$ cat config.mk
export PLATFORM = sky130hd
export DESIGN_NAME = uart_tx_fifo
export DESIGN_NICKNAME = d
export VERILOG_FILES = /design/src/rtl/uart_pkg.sv /design/src/rtl/uart_bit_timer.sv /design/src/rtl/uart_tx_fifo.sv
export SDC_FILE = /design/constraint.sdc
export NUM_CORES = 1
export LEC_CHECK = 0
export CORE_MARGIN = 2
export CORE_UTILIZATION = 55
export CTS_CLUSTER_DIAMETER = 40
export DETAILED_ROUTE_END_ITERATION = 16
export HOLD_SLACK_MARGIN = 0.05
export PLACE_DENSITY = 0.76
export SLEW_MARGIN = 10
export SYNTH_ARGS = -nofsm -noshare
export SYNTH_HDL_FRONTEND = slang
export SYNTH_SLANG_ARGS = --single-unit
$ cat constraint.sdc
create_clock -name clk -period 2.7 [get_ports clk]
set_clock_uncertainty 0.2 [all_clocks]
set_input_delay 0.54 -clock clk [delete_from_list [all_inputs] [get_ports clk]]
set_output_delay 0.54 -clock clk [all_outputs]
set_load 0.05 [all_outputs]
$ cat src/rtl/uart_pkg.sv
// Shared UART definitions: transmitter state encoding and parity mode constants.
package uart_pkg;

  typedef enum logic [2:0] {
    StIdle,
    StStart,
    StData,
    StParity,
    StStop
  } tx_state_e;

  localparam int unsigned PAR_NONE = 0;
  localparam int unsigned PAR_ODD  = 1;
  localparam int unsigned PAR_EVEN = 2;

endpackage

$ cat src/rtl/uart_bit_timer.sv
// Bit-period counter: bit_end marks the last clock of each CLKS_PER_BIT-long bit.
module uart_bit_timer #(
  parameter int unsigned CLKS_PER_BIT = 868
) (
  input  logic clk,
  input  logic rst,
  input  logic restart,
  output logic bit_end
);

  localparam int unsigned CntW = (CLKS_PER_BIT > 1) ? $clog2(CLKS_PER_BIT) : 1;
  localparam logic [CntW-1:0] CntMax = CntW'(CLKS_PER_BIT - 1);

  logic [CntW-1:0] cnt_q, cnt_d;

  assign bit_end = (cnt_q == CntMax);

  always_comb begin
    cnt_d = cnt_q + 1'b1;
    if (restart || bit_end) begin
      cnt_d = '0;
    end
  end

  always_ff @(posedge clk) begin
    if (rst) begin
      cnt_q <= '0;
    end else begin
      cnt_q <= cnt_d;
    end
  end

endmodule

$ cat src/rtl/uart_tx_fifo.sv
// UART transmitter with parameterised frame format and a one-entry holding register
// so a byte queued mid-frame follows the current stop bit with no idle gap.
module uart_tx_fifo
  import uart_pkg::*;
#(
  parameter int unsigned CLKS_PER_BIT = 868,
  parameter int unsigned DATA_BITS    = 8,
  parameter int unsigned PARITY       = 0,
  parameter int unsigned STOP_BITS    = 1
) (
  input  logic                 clk,
  input  logic                 rst,
  input  logic                 i_data_valid,
  input  logic [DATA_BITS-1:0] i_data_byte,
  output logic                 o_ready,
  output logic                 o_tx,
  output logic                 o_active,
  output logic                 o_done
);

  if (CLKS_PER_BIT < 2 || CLKS_PER_BIT > 65535) begin : g_bad_cpb
    $error("uart_tx_fifo: CLKS_PER_BIT must be 2..65535");
  end
  if (DATA_BITS < 5 || DATA_BITS > 9) begin : g_bad_data_bits
    $error("uart_tx_fifo: DATA_BITS must be 5..9");
  end
  if (PARITY > PAR_EVEN) begin : g_bad_parity
    $error("uart_tx_fifo: PARITY must be 0, 1 or 2");
  end
  if (STOP_BITS < 1 || STOP_BITS > 2) begin : g_bad_stop_bits
    $error("uart_tx_fifo: STOP_BITS must be 1 or 2");
  end

  localparam logic [3:0] LastData  = 4'(DATA_BITS - 1);
  localparam logic [3:0] LastStop  = 4'(STOP_BITS - 1);
  localparam bit         HasParity = (PARITY != PAR_NONE);

  function automatic logic parity_of(input logic [DATA_BITS-1:0] d);
    return (PARITY == PAR_ODD) ? ~^d : ^d;
  endfunction

  tx_state_e            state_q, state_d;
  logic [DATA_BITS-1:0] hold_q, hold_d;
  logic [DATA_BITS-1:0] shift_q, shift_d;
  logic [3:0]           idx_q, idx_d;
  logic                 hold_valid_q, hold_valid_d;
  logic                 par_q, par_d;
  logic                 done_q, done_d;
  logic                 accept, consume, bit_end;

  uart_bit_timer #(
    .CLKS_PER_BIT(CLKS_PER_BIT)
  ) u_bit_timer (
    .clk    (clk),
    .rst    (rst),
    .restart(state_q == StIdle),
    .bit_end(bit_end)
  );

  // Accept only into an empty hold, so it can never collide with a consume.
  assign accept = i_data_valid && !hold_valid_q;

  always_comb begin
    state_d      = state_q;
    hold_d       = hold_q;
    hold_valid_d = hold_valid_q;
    shift_d      = shift_q;
    idx_d        = idx_q;
    par_d        = par_q;
    done_d       = 1'b0;
    consume      = 1'b0;

    if (accept) begin
      hold_d       = i_data_byte;
      hold_valid_d = 1'b1;
    end

    unique case (state_q)
      StIdle: begin
        if (hold_valid_q) begin
          consume = 1'b1;
        end
      end
      StStart: begin
        if (bit_end) begin
          state_d = StData;
          idx_d   = '0;
        end
      end
      StData: begin
        if (bit_end) begin
          shift_d = shift_q >> 1;
          idx_d   = idx_q + 1'b1;
          if (idx_q == LastData) begin
            idx_d   = '0;
            state_d = HasParity ? StParity : StStop;
          end
        end
      end
      StParity: begin
        if (bit_end) begin
          state_d = StStop;
          idx_d   = '0;
        end
      end
      StStop: begin
        if (bit_end) begin
          idx_d = idx_q + 1'b1;
          if (idx_q == LastStop) begin
            done_d = 1'b1;
            idx_d  = '0;
            if (hold_valid_q) begin
              consume = 1'b1;
            end else begin
              state_d = StIdle;
            end
          end
        end
      end
      default: state_d = StIdle;
    endcase

    if (consume) begin
      state_d      = StStart;
      shift_d      = hold_q;
      par_d        = parity_of(hold_q);
      hold_valid_d = 1'b0;
    end
  end

  always_ff @(posedge clk) begin
    if (rst) begin
      state_q      <= StIdle;
      hold_q       <= '0;
      hold_valid_q <= 1'b0;
      shift_q      <= '0;
      idx_q        <= '0;
      par_q        <= 1'b0;
      done_q       <= 1'b0;
    end else begin
      state_q      <= state_d;
      hold_q       <= hold_d;
      hold_valid_q <= hold_valid_d;
      shift_q      <= shift_d;
      idx_q        <= idx_d;
      par_q        <= par_d;
      done_q       <= done_d;
    end
  end

  always_comb begin
    case (state_q)
      StStart:  o_tx = 1'b0;
      StData:   o_tx = shift_q[0];
      StParity: o_tx = par_q;
      default:  o_tx = 1'b1;
    endcase
  end

  assign o_ready  = !hold_valid_q;
  assign o_active = (state_q != StIdle);
  assign o_done   = done_q;

endmodule
* Word-level counts from Yosys, hierarchy flattened
Index checks and enable logic that the tools add are counted.
** Word-level totals
- Output and inout port bits :: 4
- Word-level logic and storage cells :: 78
- Bits of input ports :: 11
- Register bits after elaboration :: 36
** Cells by class
- Reductions and logical operators :: 18
- Add/sub/neg operators :: 2
- Multiplexer cells :: 24
- Eq/ne operators :: 22
- Bitwise operators :: 3
** Operator list (count)
- $mux W8 :: 3
- $mux W3 :: 7
- $mux W4 :: 5
- $reduce_and A8 Y1 :: 2
- $pmux W3 S5 :: 1
- $ne A3 B2 Y1 const B :: 4
- $pmux W4 S3 :: 1
- $add A10 B1 Y10 const B :: 1
- $eq A10 B10 Y1 const B :: 1
- $ne A2 B1 Y1 const B :: 5
- $ne A3 B3 Y1 const B :: 3
- $ne A2 B2 Y1 const B :: 4
- $reduce_xor A8 Y1 :: 1
- $eq A3 B2 Y1 const B :: 2
- $reduce_bool A3 Y1 :: 2
- $reduce_or A2 Y1 :: 3
- $mux W1 :: 5
- $add A4 B1 Y4 const B :: 1
- $eq A4 B3 Y1 const B :: 1
- $logic_not A4 Y1 :: 1
- $reduce_and A4 Y1 :: 1
- $reduce_bool A2 Y1 :: 2
- $eq A3 B1 Y1 const B :: 1
- $eq A3 B3 Y1 const B :: 1
- other kinds (9) :: 11

* Logic depth before layout (Yosys ltp)
Gate-level depths: netlist of run 1.
- Depth in word-level cells :: 6
- Depth in mapped cells :: 8
- Gate-level depth less buffers :: 7

* By module
A second synthesis of run 1 with hierarchy kept.
** Unflattened totals
- Cells, all modules :: 191
- Area, all modules :: 1765.4 sq um
** Modules (own cells, without submodules)
- uart_tx_fifo :: cells an instance 138, times used 1, sequential area each 520.5 sq um, area an instance 1311.3 sq um
- uart_bit_timer :: cells an instance 53, times used 1, sequential area each 200.2 sq um, area an instance 454.2 sq um

* Least setup slack after synthesis of run 1
No wires, ideal clock.
- Path type :: register -> output
- Start point :: reg state_q[1]
- End point :: out o_tx
- Path slack :: 0.107 ns
- Buffers on the path :: 1
- Cell stages (with the launch flop) :: 4
- Data arrival time :: 1.853 ns
- Data required time :: 1.960 ns
- Cells stage by stage :: dfxtp_1 -> clkbuf_1 -> a21oi_1 -> o21ai_0
** Between the ends
- Word-level cells in the longest chain between the ends :: 2
- Elaborated cells between the ends (all ways) :: 4
- Classes of those cells :: 3 x eq/ne; 1 x mux
** Ends and longest elaborated chain
- start: declaration :: line uart_tx_fifo.sv:42 : tx_state_e state_q, state_d;
- start signal: assignment :: line uart_tx_fifo.sv:133 : state_q <= StIdle;
- start signal: assignment :: line uart_tx_fifo.sv:141 : state_q <= state_d;
- $eq A3 B2 Y1 or $eq A3 B1 Y1 (tied branches) :: line uart_tx_fifo.sv:152 : case (state_q)
- $pmux W1 S3 (*) :: line uart_tx_fifo.sv:152
- end: declaration :: line uart_tx_fifo.sv:16 : output logic o_tx,
Every way passes the cells marked *; elsewhere a longest branch is shown, timed or not.

* Worst setup path in the final report of run 1
- Start point :: reg state_q[0]
- End point :: out o_active
** Between the ends
- Word-level cells in the longest chain between the ends :: 1
** Ends and longest elaborated chain
- $reduce_bool A3 Y1 :: line uart_tx_fifo.sv:161 : assign o_active = (state_q != StIdle);
- end: declaration :: line uart_tx_fifo.sv:17 : output logic o_active,
No other way between the ends.

==> summary by stage, run 1 <==
Job
Across the run, the number of max-cap violations was 0.

Min path
The path class of the tightest hold or removal check is reg2reg. The startpoint identified for the worst hold timing path is u_bit_timer.cnt_q[0].

Timing
The count of endpoints failing hold in the final timing report came to 0. The share of the clock period used by the worst path after layout is 0.9282. Counting I/O delays and the setup requirement, the final critical path takes 2.506 ns. The number of pins with negative max-slew slack in the final report is 0.

Setup repair after global routing left no endpoint under its margin. Setup slack on the critical path of the routed design comes to 0.1939 ns. Static timing analysis puts the maximum clock frequency at 0.3990 GHz. For the pin with the worst max-slew slack, the measured transition is 1.040 ns.

For the final routed database, the setup TNS stands at 0 ns. In this run the tightest slew margin relative to its limit is 0.3037. Setup violations remaining at the end of the flow were counted as 0.

Synth
Among all flip-flop cells after synthesis, the most frequent one is sky130_fd_sc_hd__dfxtp_1. When the netlist entered floorplanning its net count stood at 219. The synthesized-area fraction occupied by ao, oa, aoi and oai cells is 0.1303. The async set-reset flop share out of synthesis is 0. The synthesized netlist contains 43 unique library cells.

sky130_fd_sc_hd__dfxtp_1 takes more of the synthesized area than any other cell. Of the total synthesized cell area, the portion taken by XOR and XNOR cells is 0.07516. The most used standard cell by instance count after synthesis is sky130_fd_sc_hd__dfxtp_1. The area of the mapped netlist is 1748 µm². The post-synthesis instance total is 205. The synthesized design contains 36 register bits. The largest family of logic cells by synthesized area is simple AND/OR/NAND/NOR gates. The post-synthesis area per instance is 8.526 µm². Sorting the synthesized cells by how often they occur yields sky130_fd_sc_hd__dfxtp_1, sky130_fd_sc_hd__nor2_1, sky130_fd_sc_hd__nand2_1. Yosys printed 0 warnings. Of the post-synthesis cell area, the part taken by muxes is 0.04581. The area fraction in and, or, nand and nor cells after synthesis is 0.2742. The number of enable flip-flop cells after synthesis is 0. The fraction of synthesized cell area taken by the top area cell type is 0.4123. After synthesis, the cell types taking the most area are sky130_fd_sc_hd__dfxtp_1, sky130_fd_sc_hd__nor2_1, sky130_fd_sc_hd__xnor2_1. Of the total synthesized cell area, the portion taken by full adders, half adders and majority gates is 0.02147. The share of the Yosys chip area taken by registers is 0.4123.

Clocking
In this run the number of H-tree levels came out at 2. CTS placed an instance of sky130_fd_sc_hd__clkbuf_4 at the clock tree root. The clock reaches the later pin of the worst-skew pair after 0.35 ns. Counting the buffers created by CTS gives 5. The clock-pin slew on the worst setup and hold paths is 0.11 ns. The clock passes through at most 2 buffers.

The clock net sink count is 36. The total setup buffers inserted after CTS is 0. The CTS tree is built.

Power and ir drop
The sequential share of power is 0.559. The part of the total power dissipated in combinational logic is 0.142. IR analysis of the VDD net gives a maximum drop of 0.3151 mV.

The clock group share of total power is 0.299. Of the total power, the share spent switching nets is 0.2742. The cell-internal power is 0.7487 mW. The leakage dissipation is 0.7014 nW. For this design the total switching power over the nets is 0.2829 mW. Power spread over the standard cell area amounts to 517.2 nW/µm². The total power draw is 1.032 mW.

Die
The effective utilization at floorplan is 0.5773. The vertical extent of the die is 60.38 µm. The floorplan has 20 rows. The placeable core region is 3028 µm². The number of top-level pins is 15. From left edge to right edge, the die measures 60.38 µm. The die area is 3645 µm².

Routing
The number of design-rule violations left by the first detailed-router iteration is 93. In the final routed layout, each cell accounts on average for 13.52 µm. The residual DRC count is 0. Using the TritonRoute via totals, the vias-per-cell ratio works out to 5.521. The routed layout has 1463 vias.

In this run the remaining antenna-violating nets after routing total 0. For this run, the detailed router's first-pass iteration total came to 5. The routed design has 3.584 mm of wire.

Setup path
The sort of element at the start of the critical path is a register. The worst path buffer plus inverter count is 1. The critical path start-end classification is reg2out.

Walking the worst path, the cells encountered are or3_1 -> dlygate4sd2_1. The sort of element at the end of the critical path is a primary output. The largest individual stage delay along the critical path comes from the cell sky130_fd_sc_hd__or3_1. At the worst endpoint, the required time is 1.96 ns. The largest single stage delay on the critical path is 0.51 ns. Among cell families on the critical path, the largest total delay comes from simple AND/OR/NAND/NOR gates. For the worst setup path, the data arrival time is 1.77 ns.

The launch point of the worst reg-to-reg path is idx_q[0]. The launch point of the worst path is state_q[0]. The top fanout value on the critical path is 10.

GRT
The first global-routing pass estimated 6.120 mm of wire. The number of antenna violations at the first check in global routing is 0. The via count of the first global-routing pass is 1418. Across every metal layer, demand over resource in global routing totals 0.2275.

The overall overflow remaining after global route is 0. Entering global routing, the biggest net connects 19 pins.

Placement
At the placement stage, the worst setup path has a slack of 0.2694 ns. The placed wire-length estimate is 2.605 mm. Counting tap cells, the placed design contains a total of 257 instances. The congestion estimate from routability-driven global placement came to 0.8288. The total of buffers placed on input and output ports is 14.

Status
The run finished with clean final reports.

Cells and area
0 antenna diodes ended up in the layout. For this run, the share of the core covered by cells in the final layout is 0.6587. Compared with the post-synthesis result, the final layout area differs by 14.10%. The number of nets in the finished design is 234.

The non-filler instance count after layout is 265. The ratio of cells with drive above 1 in the final layout is 0.09502. The filler cells instantiated in the layout total 263.
==> layer usage <==
metal | wire length [µm] | track usage | up-vias
met4 | 93 | 0.1175 | 0
met3 | 160 | 0.06610 | 10
met2 | 1732 | 0.3540 | 32
met5 | 0 | 0 | -
met1 | 1598 | 0.2869 | 675
li1 | - | - | 746
==> sequential cells by signal (all words and copies together) (netlist names) <==
signal,cells
idx_q,4
hold_valid_q,1
o_done,1
state_q,3
hold_q,8
shift_q,8
par_q,1
u_bit_timer.cnt_q,10
==> power by group through the flow <==
stage | Clock (mW) | Combinational (mW) | Sequential, mW
floorplan | 0 | 0.111 | 0.579
global placement | 0 | 0.141 | 0.588
detailed placement | 0 | 0.147 | 0.589
CTS | 0.321 | 0.146 | 0.577
global route | 0.340 | 0.160 | 0.580
finish | 0.309 | 0.146 | 0.577
==> stage by stage <==
stage | hold WS (ns) | instance area [µm²]
6_report | 0.2797 | 1994
5_1_grt | 0.3208 | 1994
4_1_cts | 0.2837 | 1994
3_5_place_dp | 0.2612 | 1933
3_3_place_gp | 0.2436 | 1933
2_1_floorplan | 0.2298 | 1748
==> worst paths after layout <==
check / end / cells after the start / slack, ns
worst max-delay path: o_active / 2 / 0.19
worst min-delay path: u_bit_timer.cnt_q[0] / 1 / 0.28
worst max register to register: shift_q[6] / 7 / 0.25
worst min register to register: u_bit_timer.cnt_q[0] / 1 / 0.28
==> worst reg2reg max path, delay by kind of cell (launching register included) <==
| family | cells | cell delay, ns |
|---|---|---|
| AOI/OAI and AO/OA | 2 | 1.09 |
| adders and majority gates | 1 | 0.19 |
| buffers and inverters | 1 | 0.07 |
| DFF | 1 | 0.41 |
| and+or+nand+nor | 3 | 0.41 |
==> cell usage in the layout (no fill, tap or decap), drive strengths merged, types with 2 or more instances in the layout <==
| cell type | instances |
|---|---|
| dfxtp | 36 |
| nor3 | 5 |
| a211oi | 2 |
| buf | 6 |
| mux2i | 8 |
| nand2 | 16 |
| and2 | 2 |
| nor3b | 4 |
| xnor2 | 12 |
| ha | 3 |
| xor2 | 3 |
| or3 | 2 |
| inv | 7 |
| a21oi | 7 |
| clkdlybuf4s50 | 12 |
| nor2 | 35 |
| clkbuf | 7 |
| nand3 | 14 |
| nand2b | 2 |
| a31oi | 3 |
| a311oi | 6 |
| and3 | 4 |
| o21ai | 6 |
==> kinds of logic (layout without fill, tap and decap cells) <==
group                    after synthesis  count (layout)
AO/OA/AOI/OAI                         32              32
XOR/XNOR                              15              15
adder cells (fa/ha/maj)                3               3
buffers and inverters                 18              34
flip-flops                            36              36
multiplexers                           8               8
AND/OR/NAND/NOR                       93              93
==> layout make-up <==
| type | count | area [µm²] | area share |
|---|---|---|---|
| multi-input cells | 151 | 955.9 | 0.4793 |
| flip-flops and latches | 36 | 720.7 | 0.3614 |
| repair buffers | 19 | 173.9 | 0.08720 |
| clock buffers | 7 | 55.05 | 0.02760 |
| well taps | 44 | 55.05 | 0.02760 |
| inverters | 7 | 26.28 | 0.01317 |
| clock inverters | 1 | 7.507 | 0.003764 |
==> timing repair <==
item                                    CTS  global route
endpoints found under the setup margin    1             0
gates resized for setup                   1             0
hold buffers                              0             0
Note: power is estimated with default switching activity, not from simulation.
==> run 2: changes to the inputs <==
==> constraint.sdc (replaced) <==
create_clock -name clk -period 2.7 [get_ports clk]
set_clock_uncertainty 0.2 [all_clocks]
set_input_delay 0.675 -clock clk [delete_from_list [all_inputs] [get_ports clk]]
set_output_delay 0.675 -clock clk [all_outputs]
set_load 0.05 [all_outputs]
==> run 2 against run 1 <==
Effect of this change:
- sequential share of layout area decreased by 0.56 points
- sequential power about the same
- final area increased by 1.6%
- first-iteration DRC count increased by 12%
- via count increased by 1.8%
- cell count unchanged
- total power increased by 12%
- fmax decreased by 1.9%
==> summary by stage, run 2 (same netlist as run 1, synthesis figures left out) <==
Clocking
TritonCTS built the clock tree. The number of buffers added to fix hold violations after cts was 0 (unchanged). The number of H-tree levels is 2 (unchanged). The total setup buffers inserted after CTS is 0 (unchanged).

The number of buffers inserted during clock tree synthesis is 5 (unchanged). The maximum clock path buffer count is 2 (unchanged). The insertion delay to the later sink of the worst-skew pair came to 0.35 ns (about the same). The clock net sink count is 36 (unchanged). The clock root buffer is sky130_fd_sc_hd__clkbuf_4.

The post-cts repair resize count is 0 (-1). The clock-pin slew on the worst setup and hold paths was 0.11 ns (about the same).

Power and ir drop
The power per standard cell area is 569.8 nW/µm² (+10%). The cell-internal power is 0.8678 mW (+16%). The total net switching power is 0.2865 mW (+1.3%). The total power draw came to 1.154 mW (+12%). The sequential share of power is 0.500 (-0.059). The leakage dissipation is 0.7194 nW (+2.6%).

The net switching share of the total power came to 0.2482 (-0.02602). The part of the total power dissipated in combinational logic is 0.126 (-0.016). The largest voltage drop on the vdd net is 0.3714 mV (+18%).

The clock group share of total power is 0.374 (+0.075).

Placement
The routability congestion estimate is 0.8441 (+1.8%). The number of instances in the placed design is 257 (unchanged). The pre-CTS worst setup slack was 0.2695 ns (+0.00006900 ns).

The placed wire-length estimate came to 2.490 mm (-4.4%). The total of buffers placed on input and output ports is 14 (unchanged). The placed cell area is 1931 µm² (-0.13%).

Setup path
The launch point of the worst path is hold_valid_q. The arrival time of the worst setup path is 1.68 ns (-0.09 ns). STA classifies the critical path startpoint as a register. The critical path in this run is classified as reg2out. The cell type of the slowest stage on the worst timing path is sky130_fd_sc_hd__clkdlybuf4s50_1. The endpoint identified for the worst register-to-register timing path is shift_q[4]. The required time of the critical path is 1.82 ns (-0.14 ns). Traced cell by cell, the critical path runs through inv_1 -> clkdlybuf4s50_1. The worst setup path is captured at a primary output. The launch point of the worst reg-to-reg path is u_bit_timer.cnt_q[0].

The end of the critical path is o_ready. The worst reg-to-reg path cell count came to 6 (-1). The top fanout value on the critical path was 6 (-4).

The maximum single-stage delay on the critical path was 0.82 ns (+0.31 ns). The minimum setup slack among reg-to-reg paths is 0.23 ns (-0.02 ns).

Timing
The shortest clock period the worst path allows after layout came to 2.555 ns (+0.04899 ns). The slew at the pin closest to its max-slew limit is 1.091 ns (+0.05188 ns). The maximum frequency from static timing analysis came to 0.3914 GHz (-1.9%). The share of the clock period used by the worst path after layout was 0.9463 (+0.01815). The tightest slew margin relative to the limit came to 0.2690 (-0.03475). The total of endpoints with negative setup slack in the final report was 0 (unchanged). Setup repair after global routing left no endpoint under its margin.

The final-layout worst hold slack is 0.2734 ns (-0.006289 ns). The final total negative setup slack is 0 ns (unchanged). The worst setup margin was 0.1449 ns (-0.04899 ns). The count of endpoints failing hold in the final timing report is 0 (unchanged). The number of pins with negative max-slew slack in the final report was 0 (unchanged).

Cells and area
The end-of-flow core utilization came to 0.6690 (+0.01033). Compared with the post-synthesis result, the final layout area differs by 15.89%. The final instance area is 2026 µm² (+1.6%). The non-filler instance count after layout came to 265 (unchanged).

The flip-flop count of the largest register after layout was 10 (unchanged). The largest registers in the layout are u_bit_timer.cnt_q x10, hold_q x8, shift_q x8. The number of fill cells is 258 (-1.9%). Leaving out fill and tap cells, the most frequent cell in the layout is sky130_fd_sc_hd__dfxtp_1. The ratio of cells with drive above 1 in the final layout is 0.1041 (+0.009050).

The count of antenna diodes in the layout came to 0 (unchanged). The number of nets in the finished design was 234 (unchanged). The largest register by flop count is u_bit_timer.cnt_q.

In the layout the commonest cells are sky130_fd_sc_hd__dfxtp_1, sky130_fd_sc_hd__nor2_1, sky130_fd_sc_hd__nand2_1.

Routing
The number of vias per cell was 5.623 (+1.8%). The number of design-rule violations left by the first detailed-router iteration is 104 (+12%). The residual DRC count is 0 (unchanged). The number of detailed-routing iterations run before antenna repair came to 4 (-1). The total routed wirelength was 3.467 mm (-3.3%).

The total number of vias came to 1490 (+1.8%). The routed length per placed instance is 13.08 µm (-3.3%). The number of antenna-violating nets in the routed design is 0 (unchanged).

Job
The count of max-cap constraint violations is 0 (unchanged).

Die
The die area is 3645 µm² (unchanged). The number of cell rows is 20 (unchanged). The placeable core region is 3028 µm² (unchanged). The vertical extent of the die came to 60.38 µm (unchanged).

The effective utilization at floorplan is 0.5773 (unchanged). The die boundary width was 60.38 µm (unchanged). The number of top-level pins came to 15 (unchanged).

GRT
The global-route wire length before repair was 5.754 mm (-6.0%). The overall overflow remaining after global route was 0 (unchanged). The via count of the first global-routing pass came to 1332 (-6.1%). The combined global-route utilization of all metal layers is 0.2123 (-0.01520). The pin count of the biggest net entering global routing is 20 (+1). The number of antenna violations at the first check in global routing is 0 (unchanged).

Min path
The tightest min-delay check is of the reg2reg type.

Status
The flow ran to the end, and the final reports show no timing, DRC or antenna violations.
-- run 2: routing by layer --
| layer | share of wire | vias to the layer above | global-route usage |
|---|---|---|---|
| met5 | 0 | - | 0 |
| met4 | 0.020 | 0 | 0.1079 |
| met1 | 0.49 | 700 | 0.2759 |
| met2 | 0.44 | 35 | 0.3199 |
| li1 | - | 746 | - |
| met3 | 0.046 | 9 | 0.06397 |
-- run 2: cell type report --
type                            instances  area [µm²]  share of cell area
Timing Repair Buffer                   19       172.7             0.08524
Multi-Input combinational cell        151       955.9              0.4719
Inverter                                7       26.28             0.01297
Sequential cell                        36       720.7              0.3558
Clock inverter                          1       30.03             0.01482
Tap cell                               44       55.05             0.02718
Clock buffer                            7       65.06             0.03212
-- run 2: worst min path at each step --
stage                                     from                   end  slack (ns)  cells past startpoint
after global placement    u_bit_timer.cnt_q[0]  u_bit_timer.cnt_q[0]        0.24                      1
after floorplan           u_bit_timer.cnt_q[0]  u_bit_timer.cnt_q[0]        0.23                      1
after global routing                shift_q[2]            shift_q[2]        0.31                      2
final                     u_bit_timer.cnt_q[0]  u_bit_timer.cnt_q[0]        0.27                      1
after detailed placement  u_bit_timer.cnt_q[0]  u_bit_timer.cnt_q[0]        0.26                      1
after CTS                 u_bit_timer.cnt_q[0]  u_bit_timer.cnt_q[0]        0.28                      1
-- run 2: power by group through the flow --
stage	logic, mW	registers (mW)	clock network (mW)
floorplan	0.111	0.579	0
global placement	0.140	0.587	0
detailed placement	0.145	0.588	0
CTS	0.146	0.576	0.440
global route	0.160	0.580	0.464
finish	0.145	0.577	0.432
-- run 2: critical path, delay by kind of cell (launching register included) --
kind     cells  cell delay (ns)
buf+inv      2             0.94
flops        1             0.39
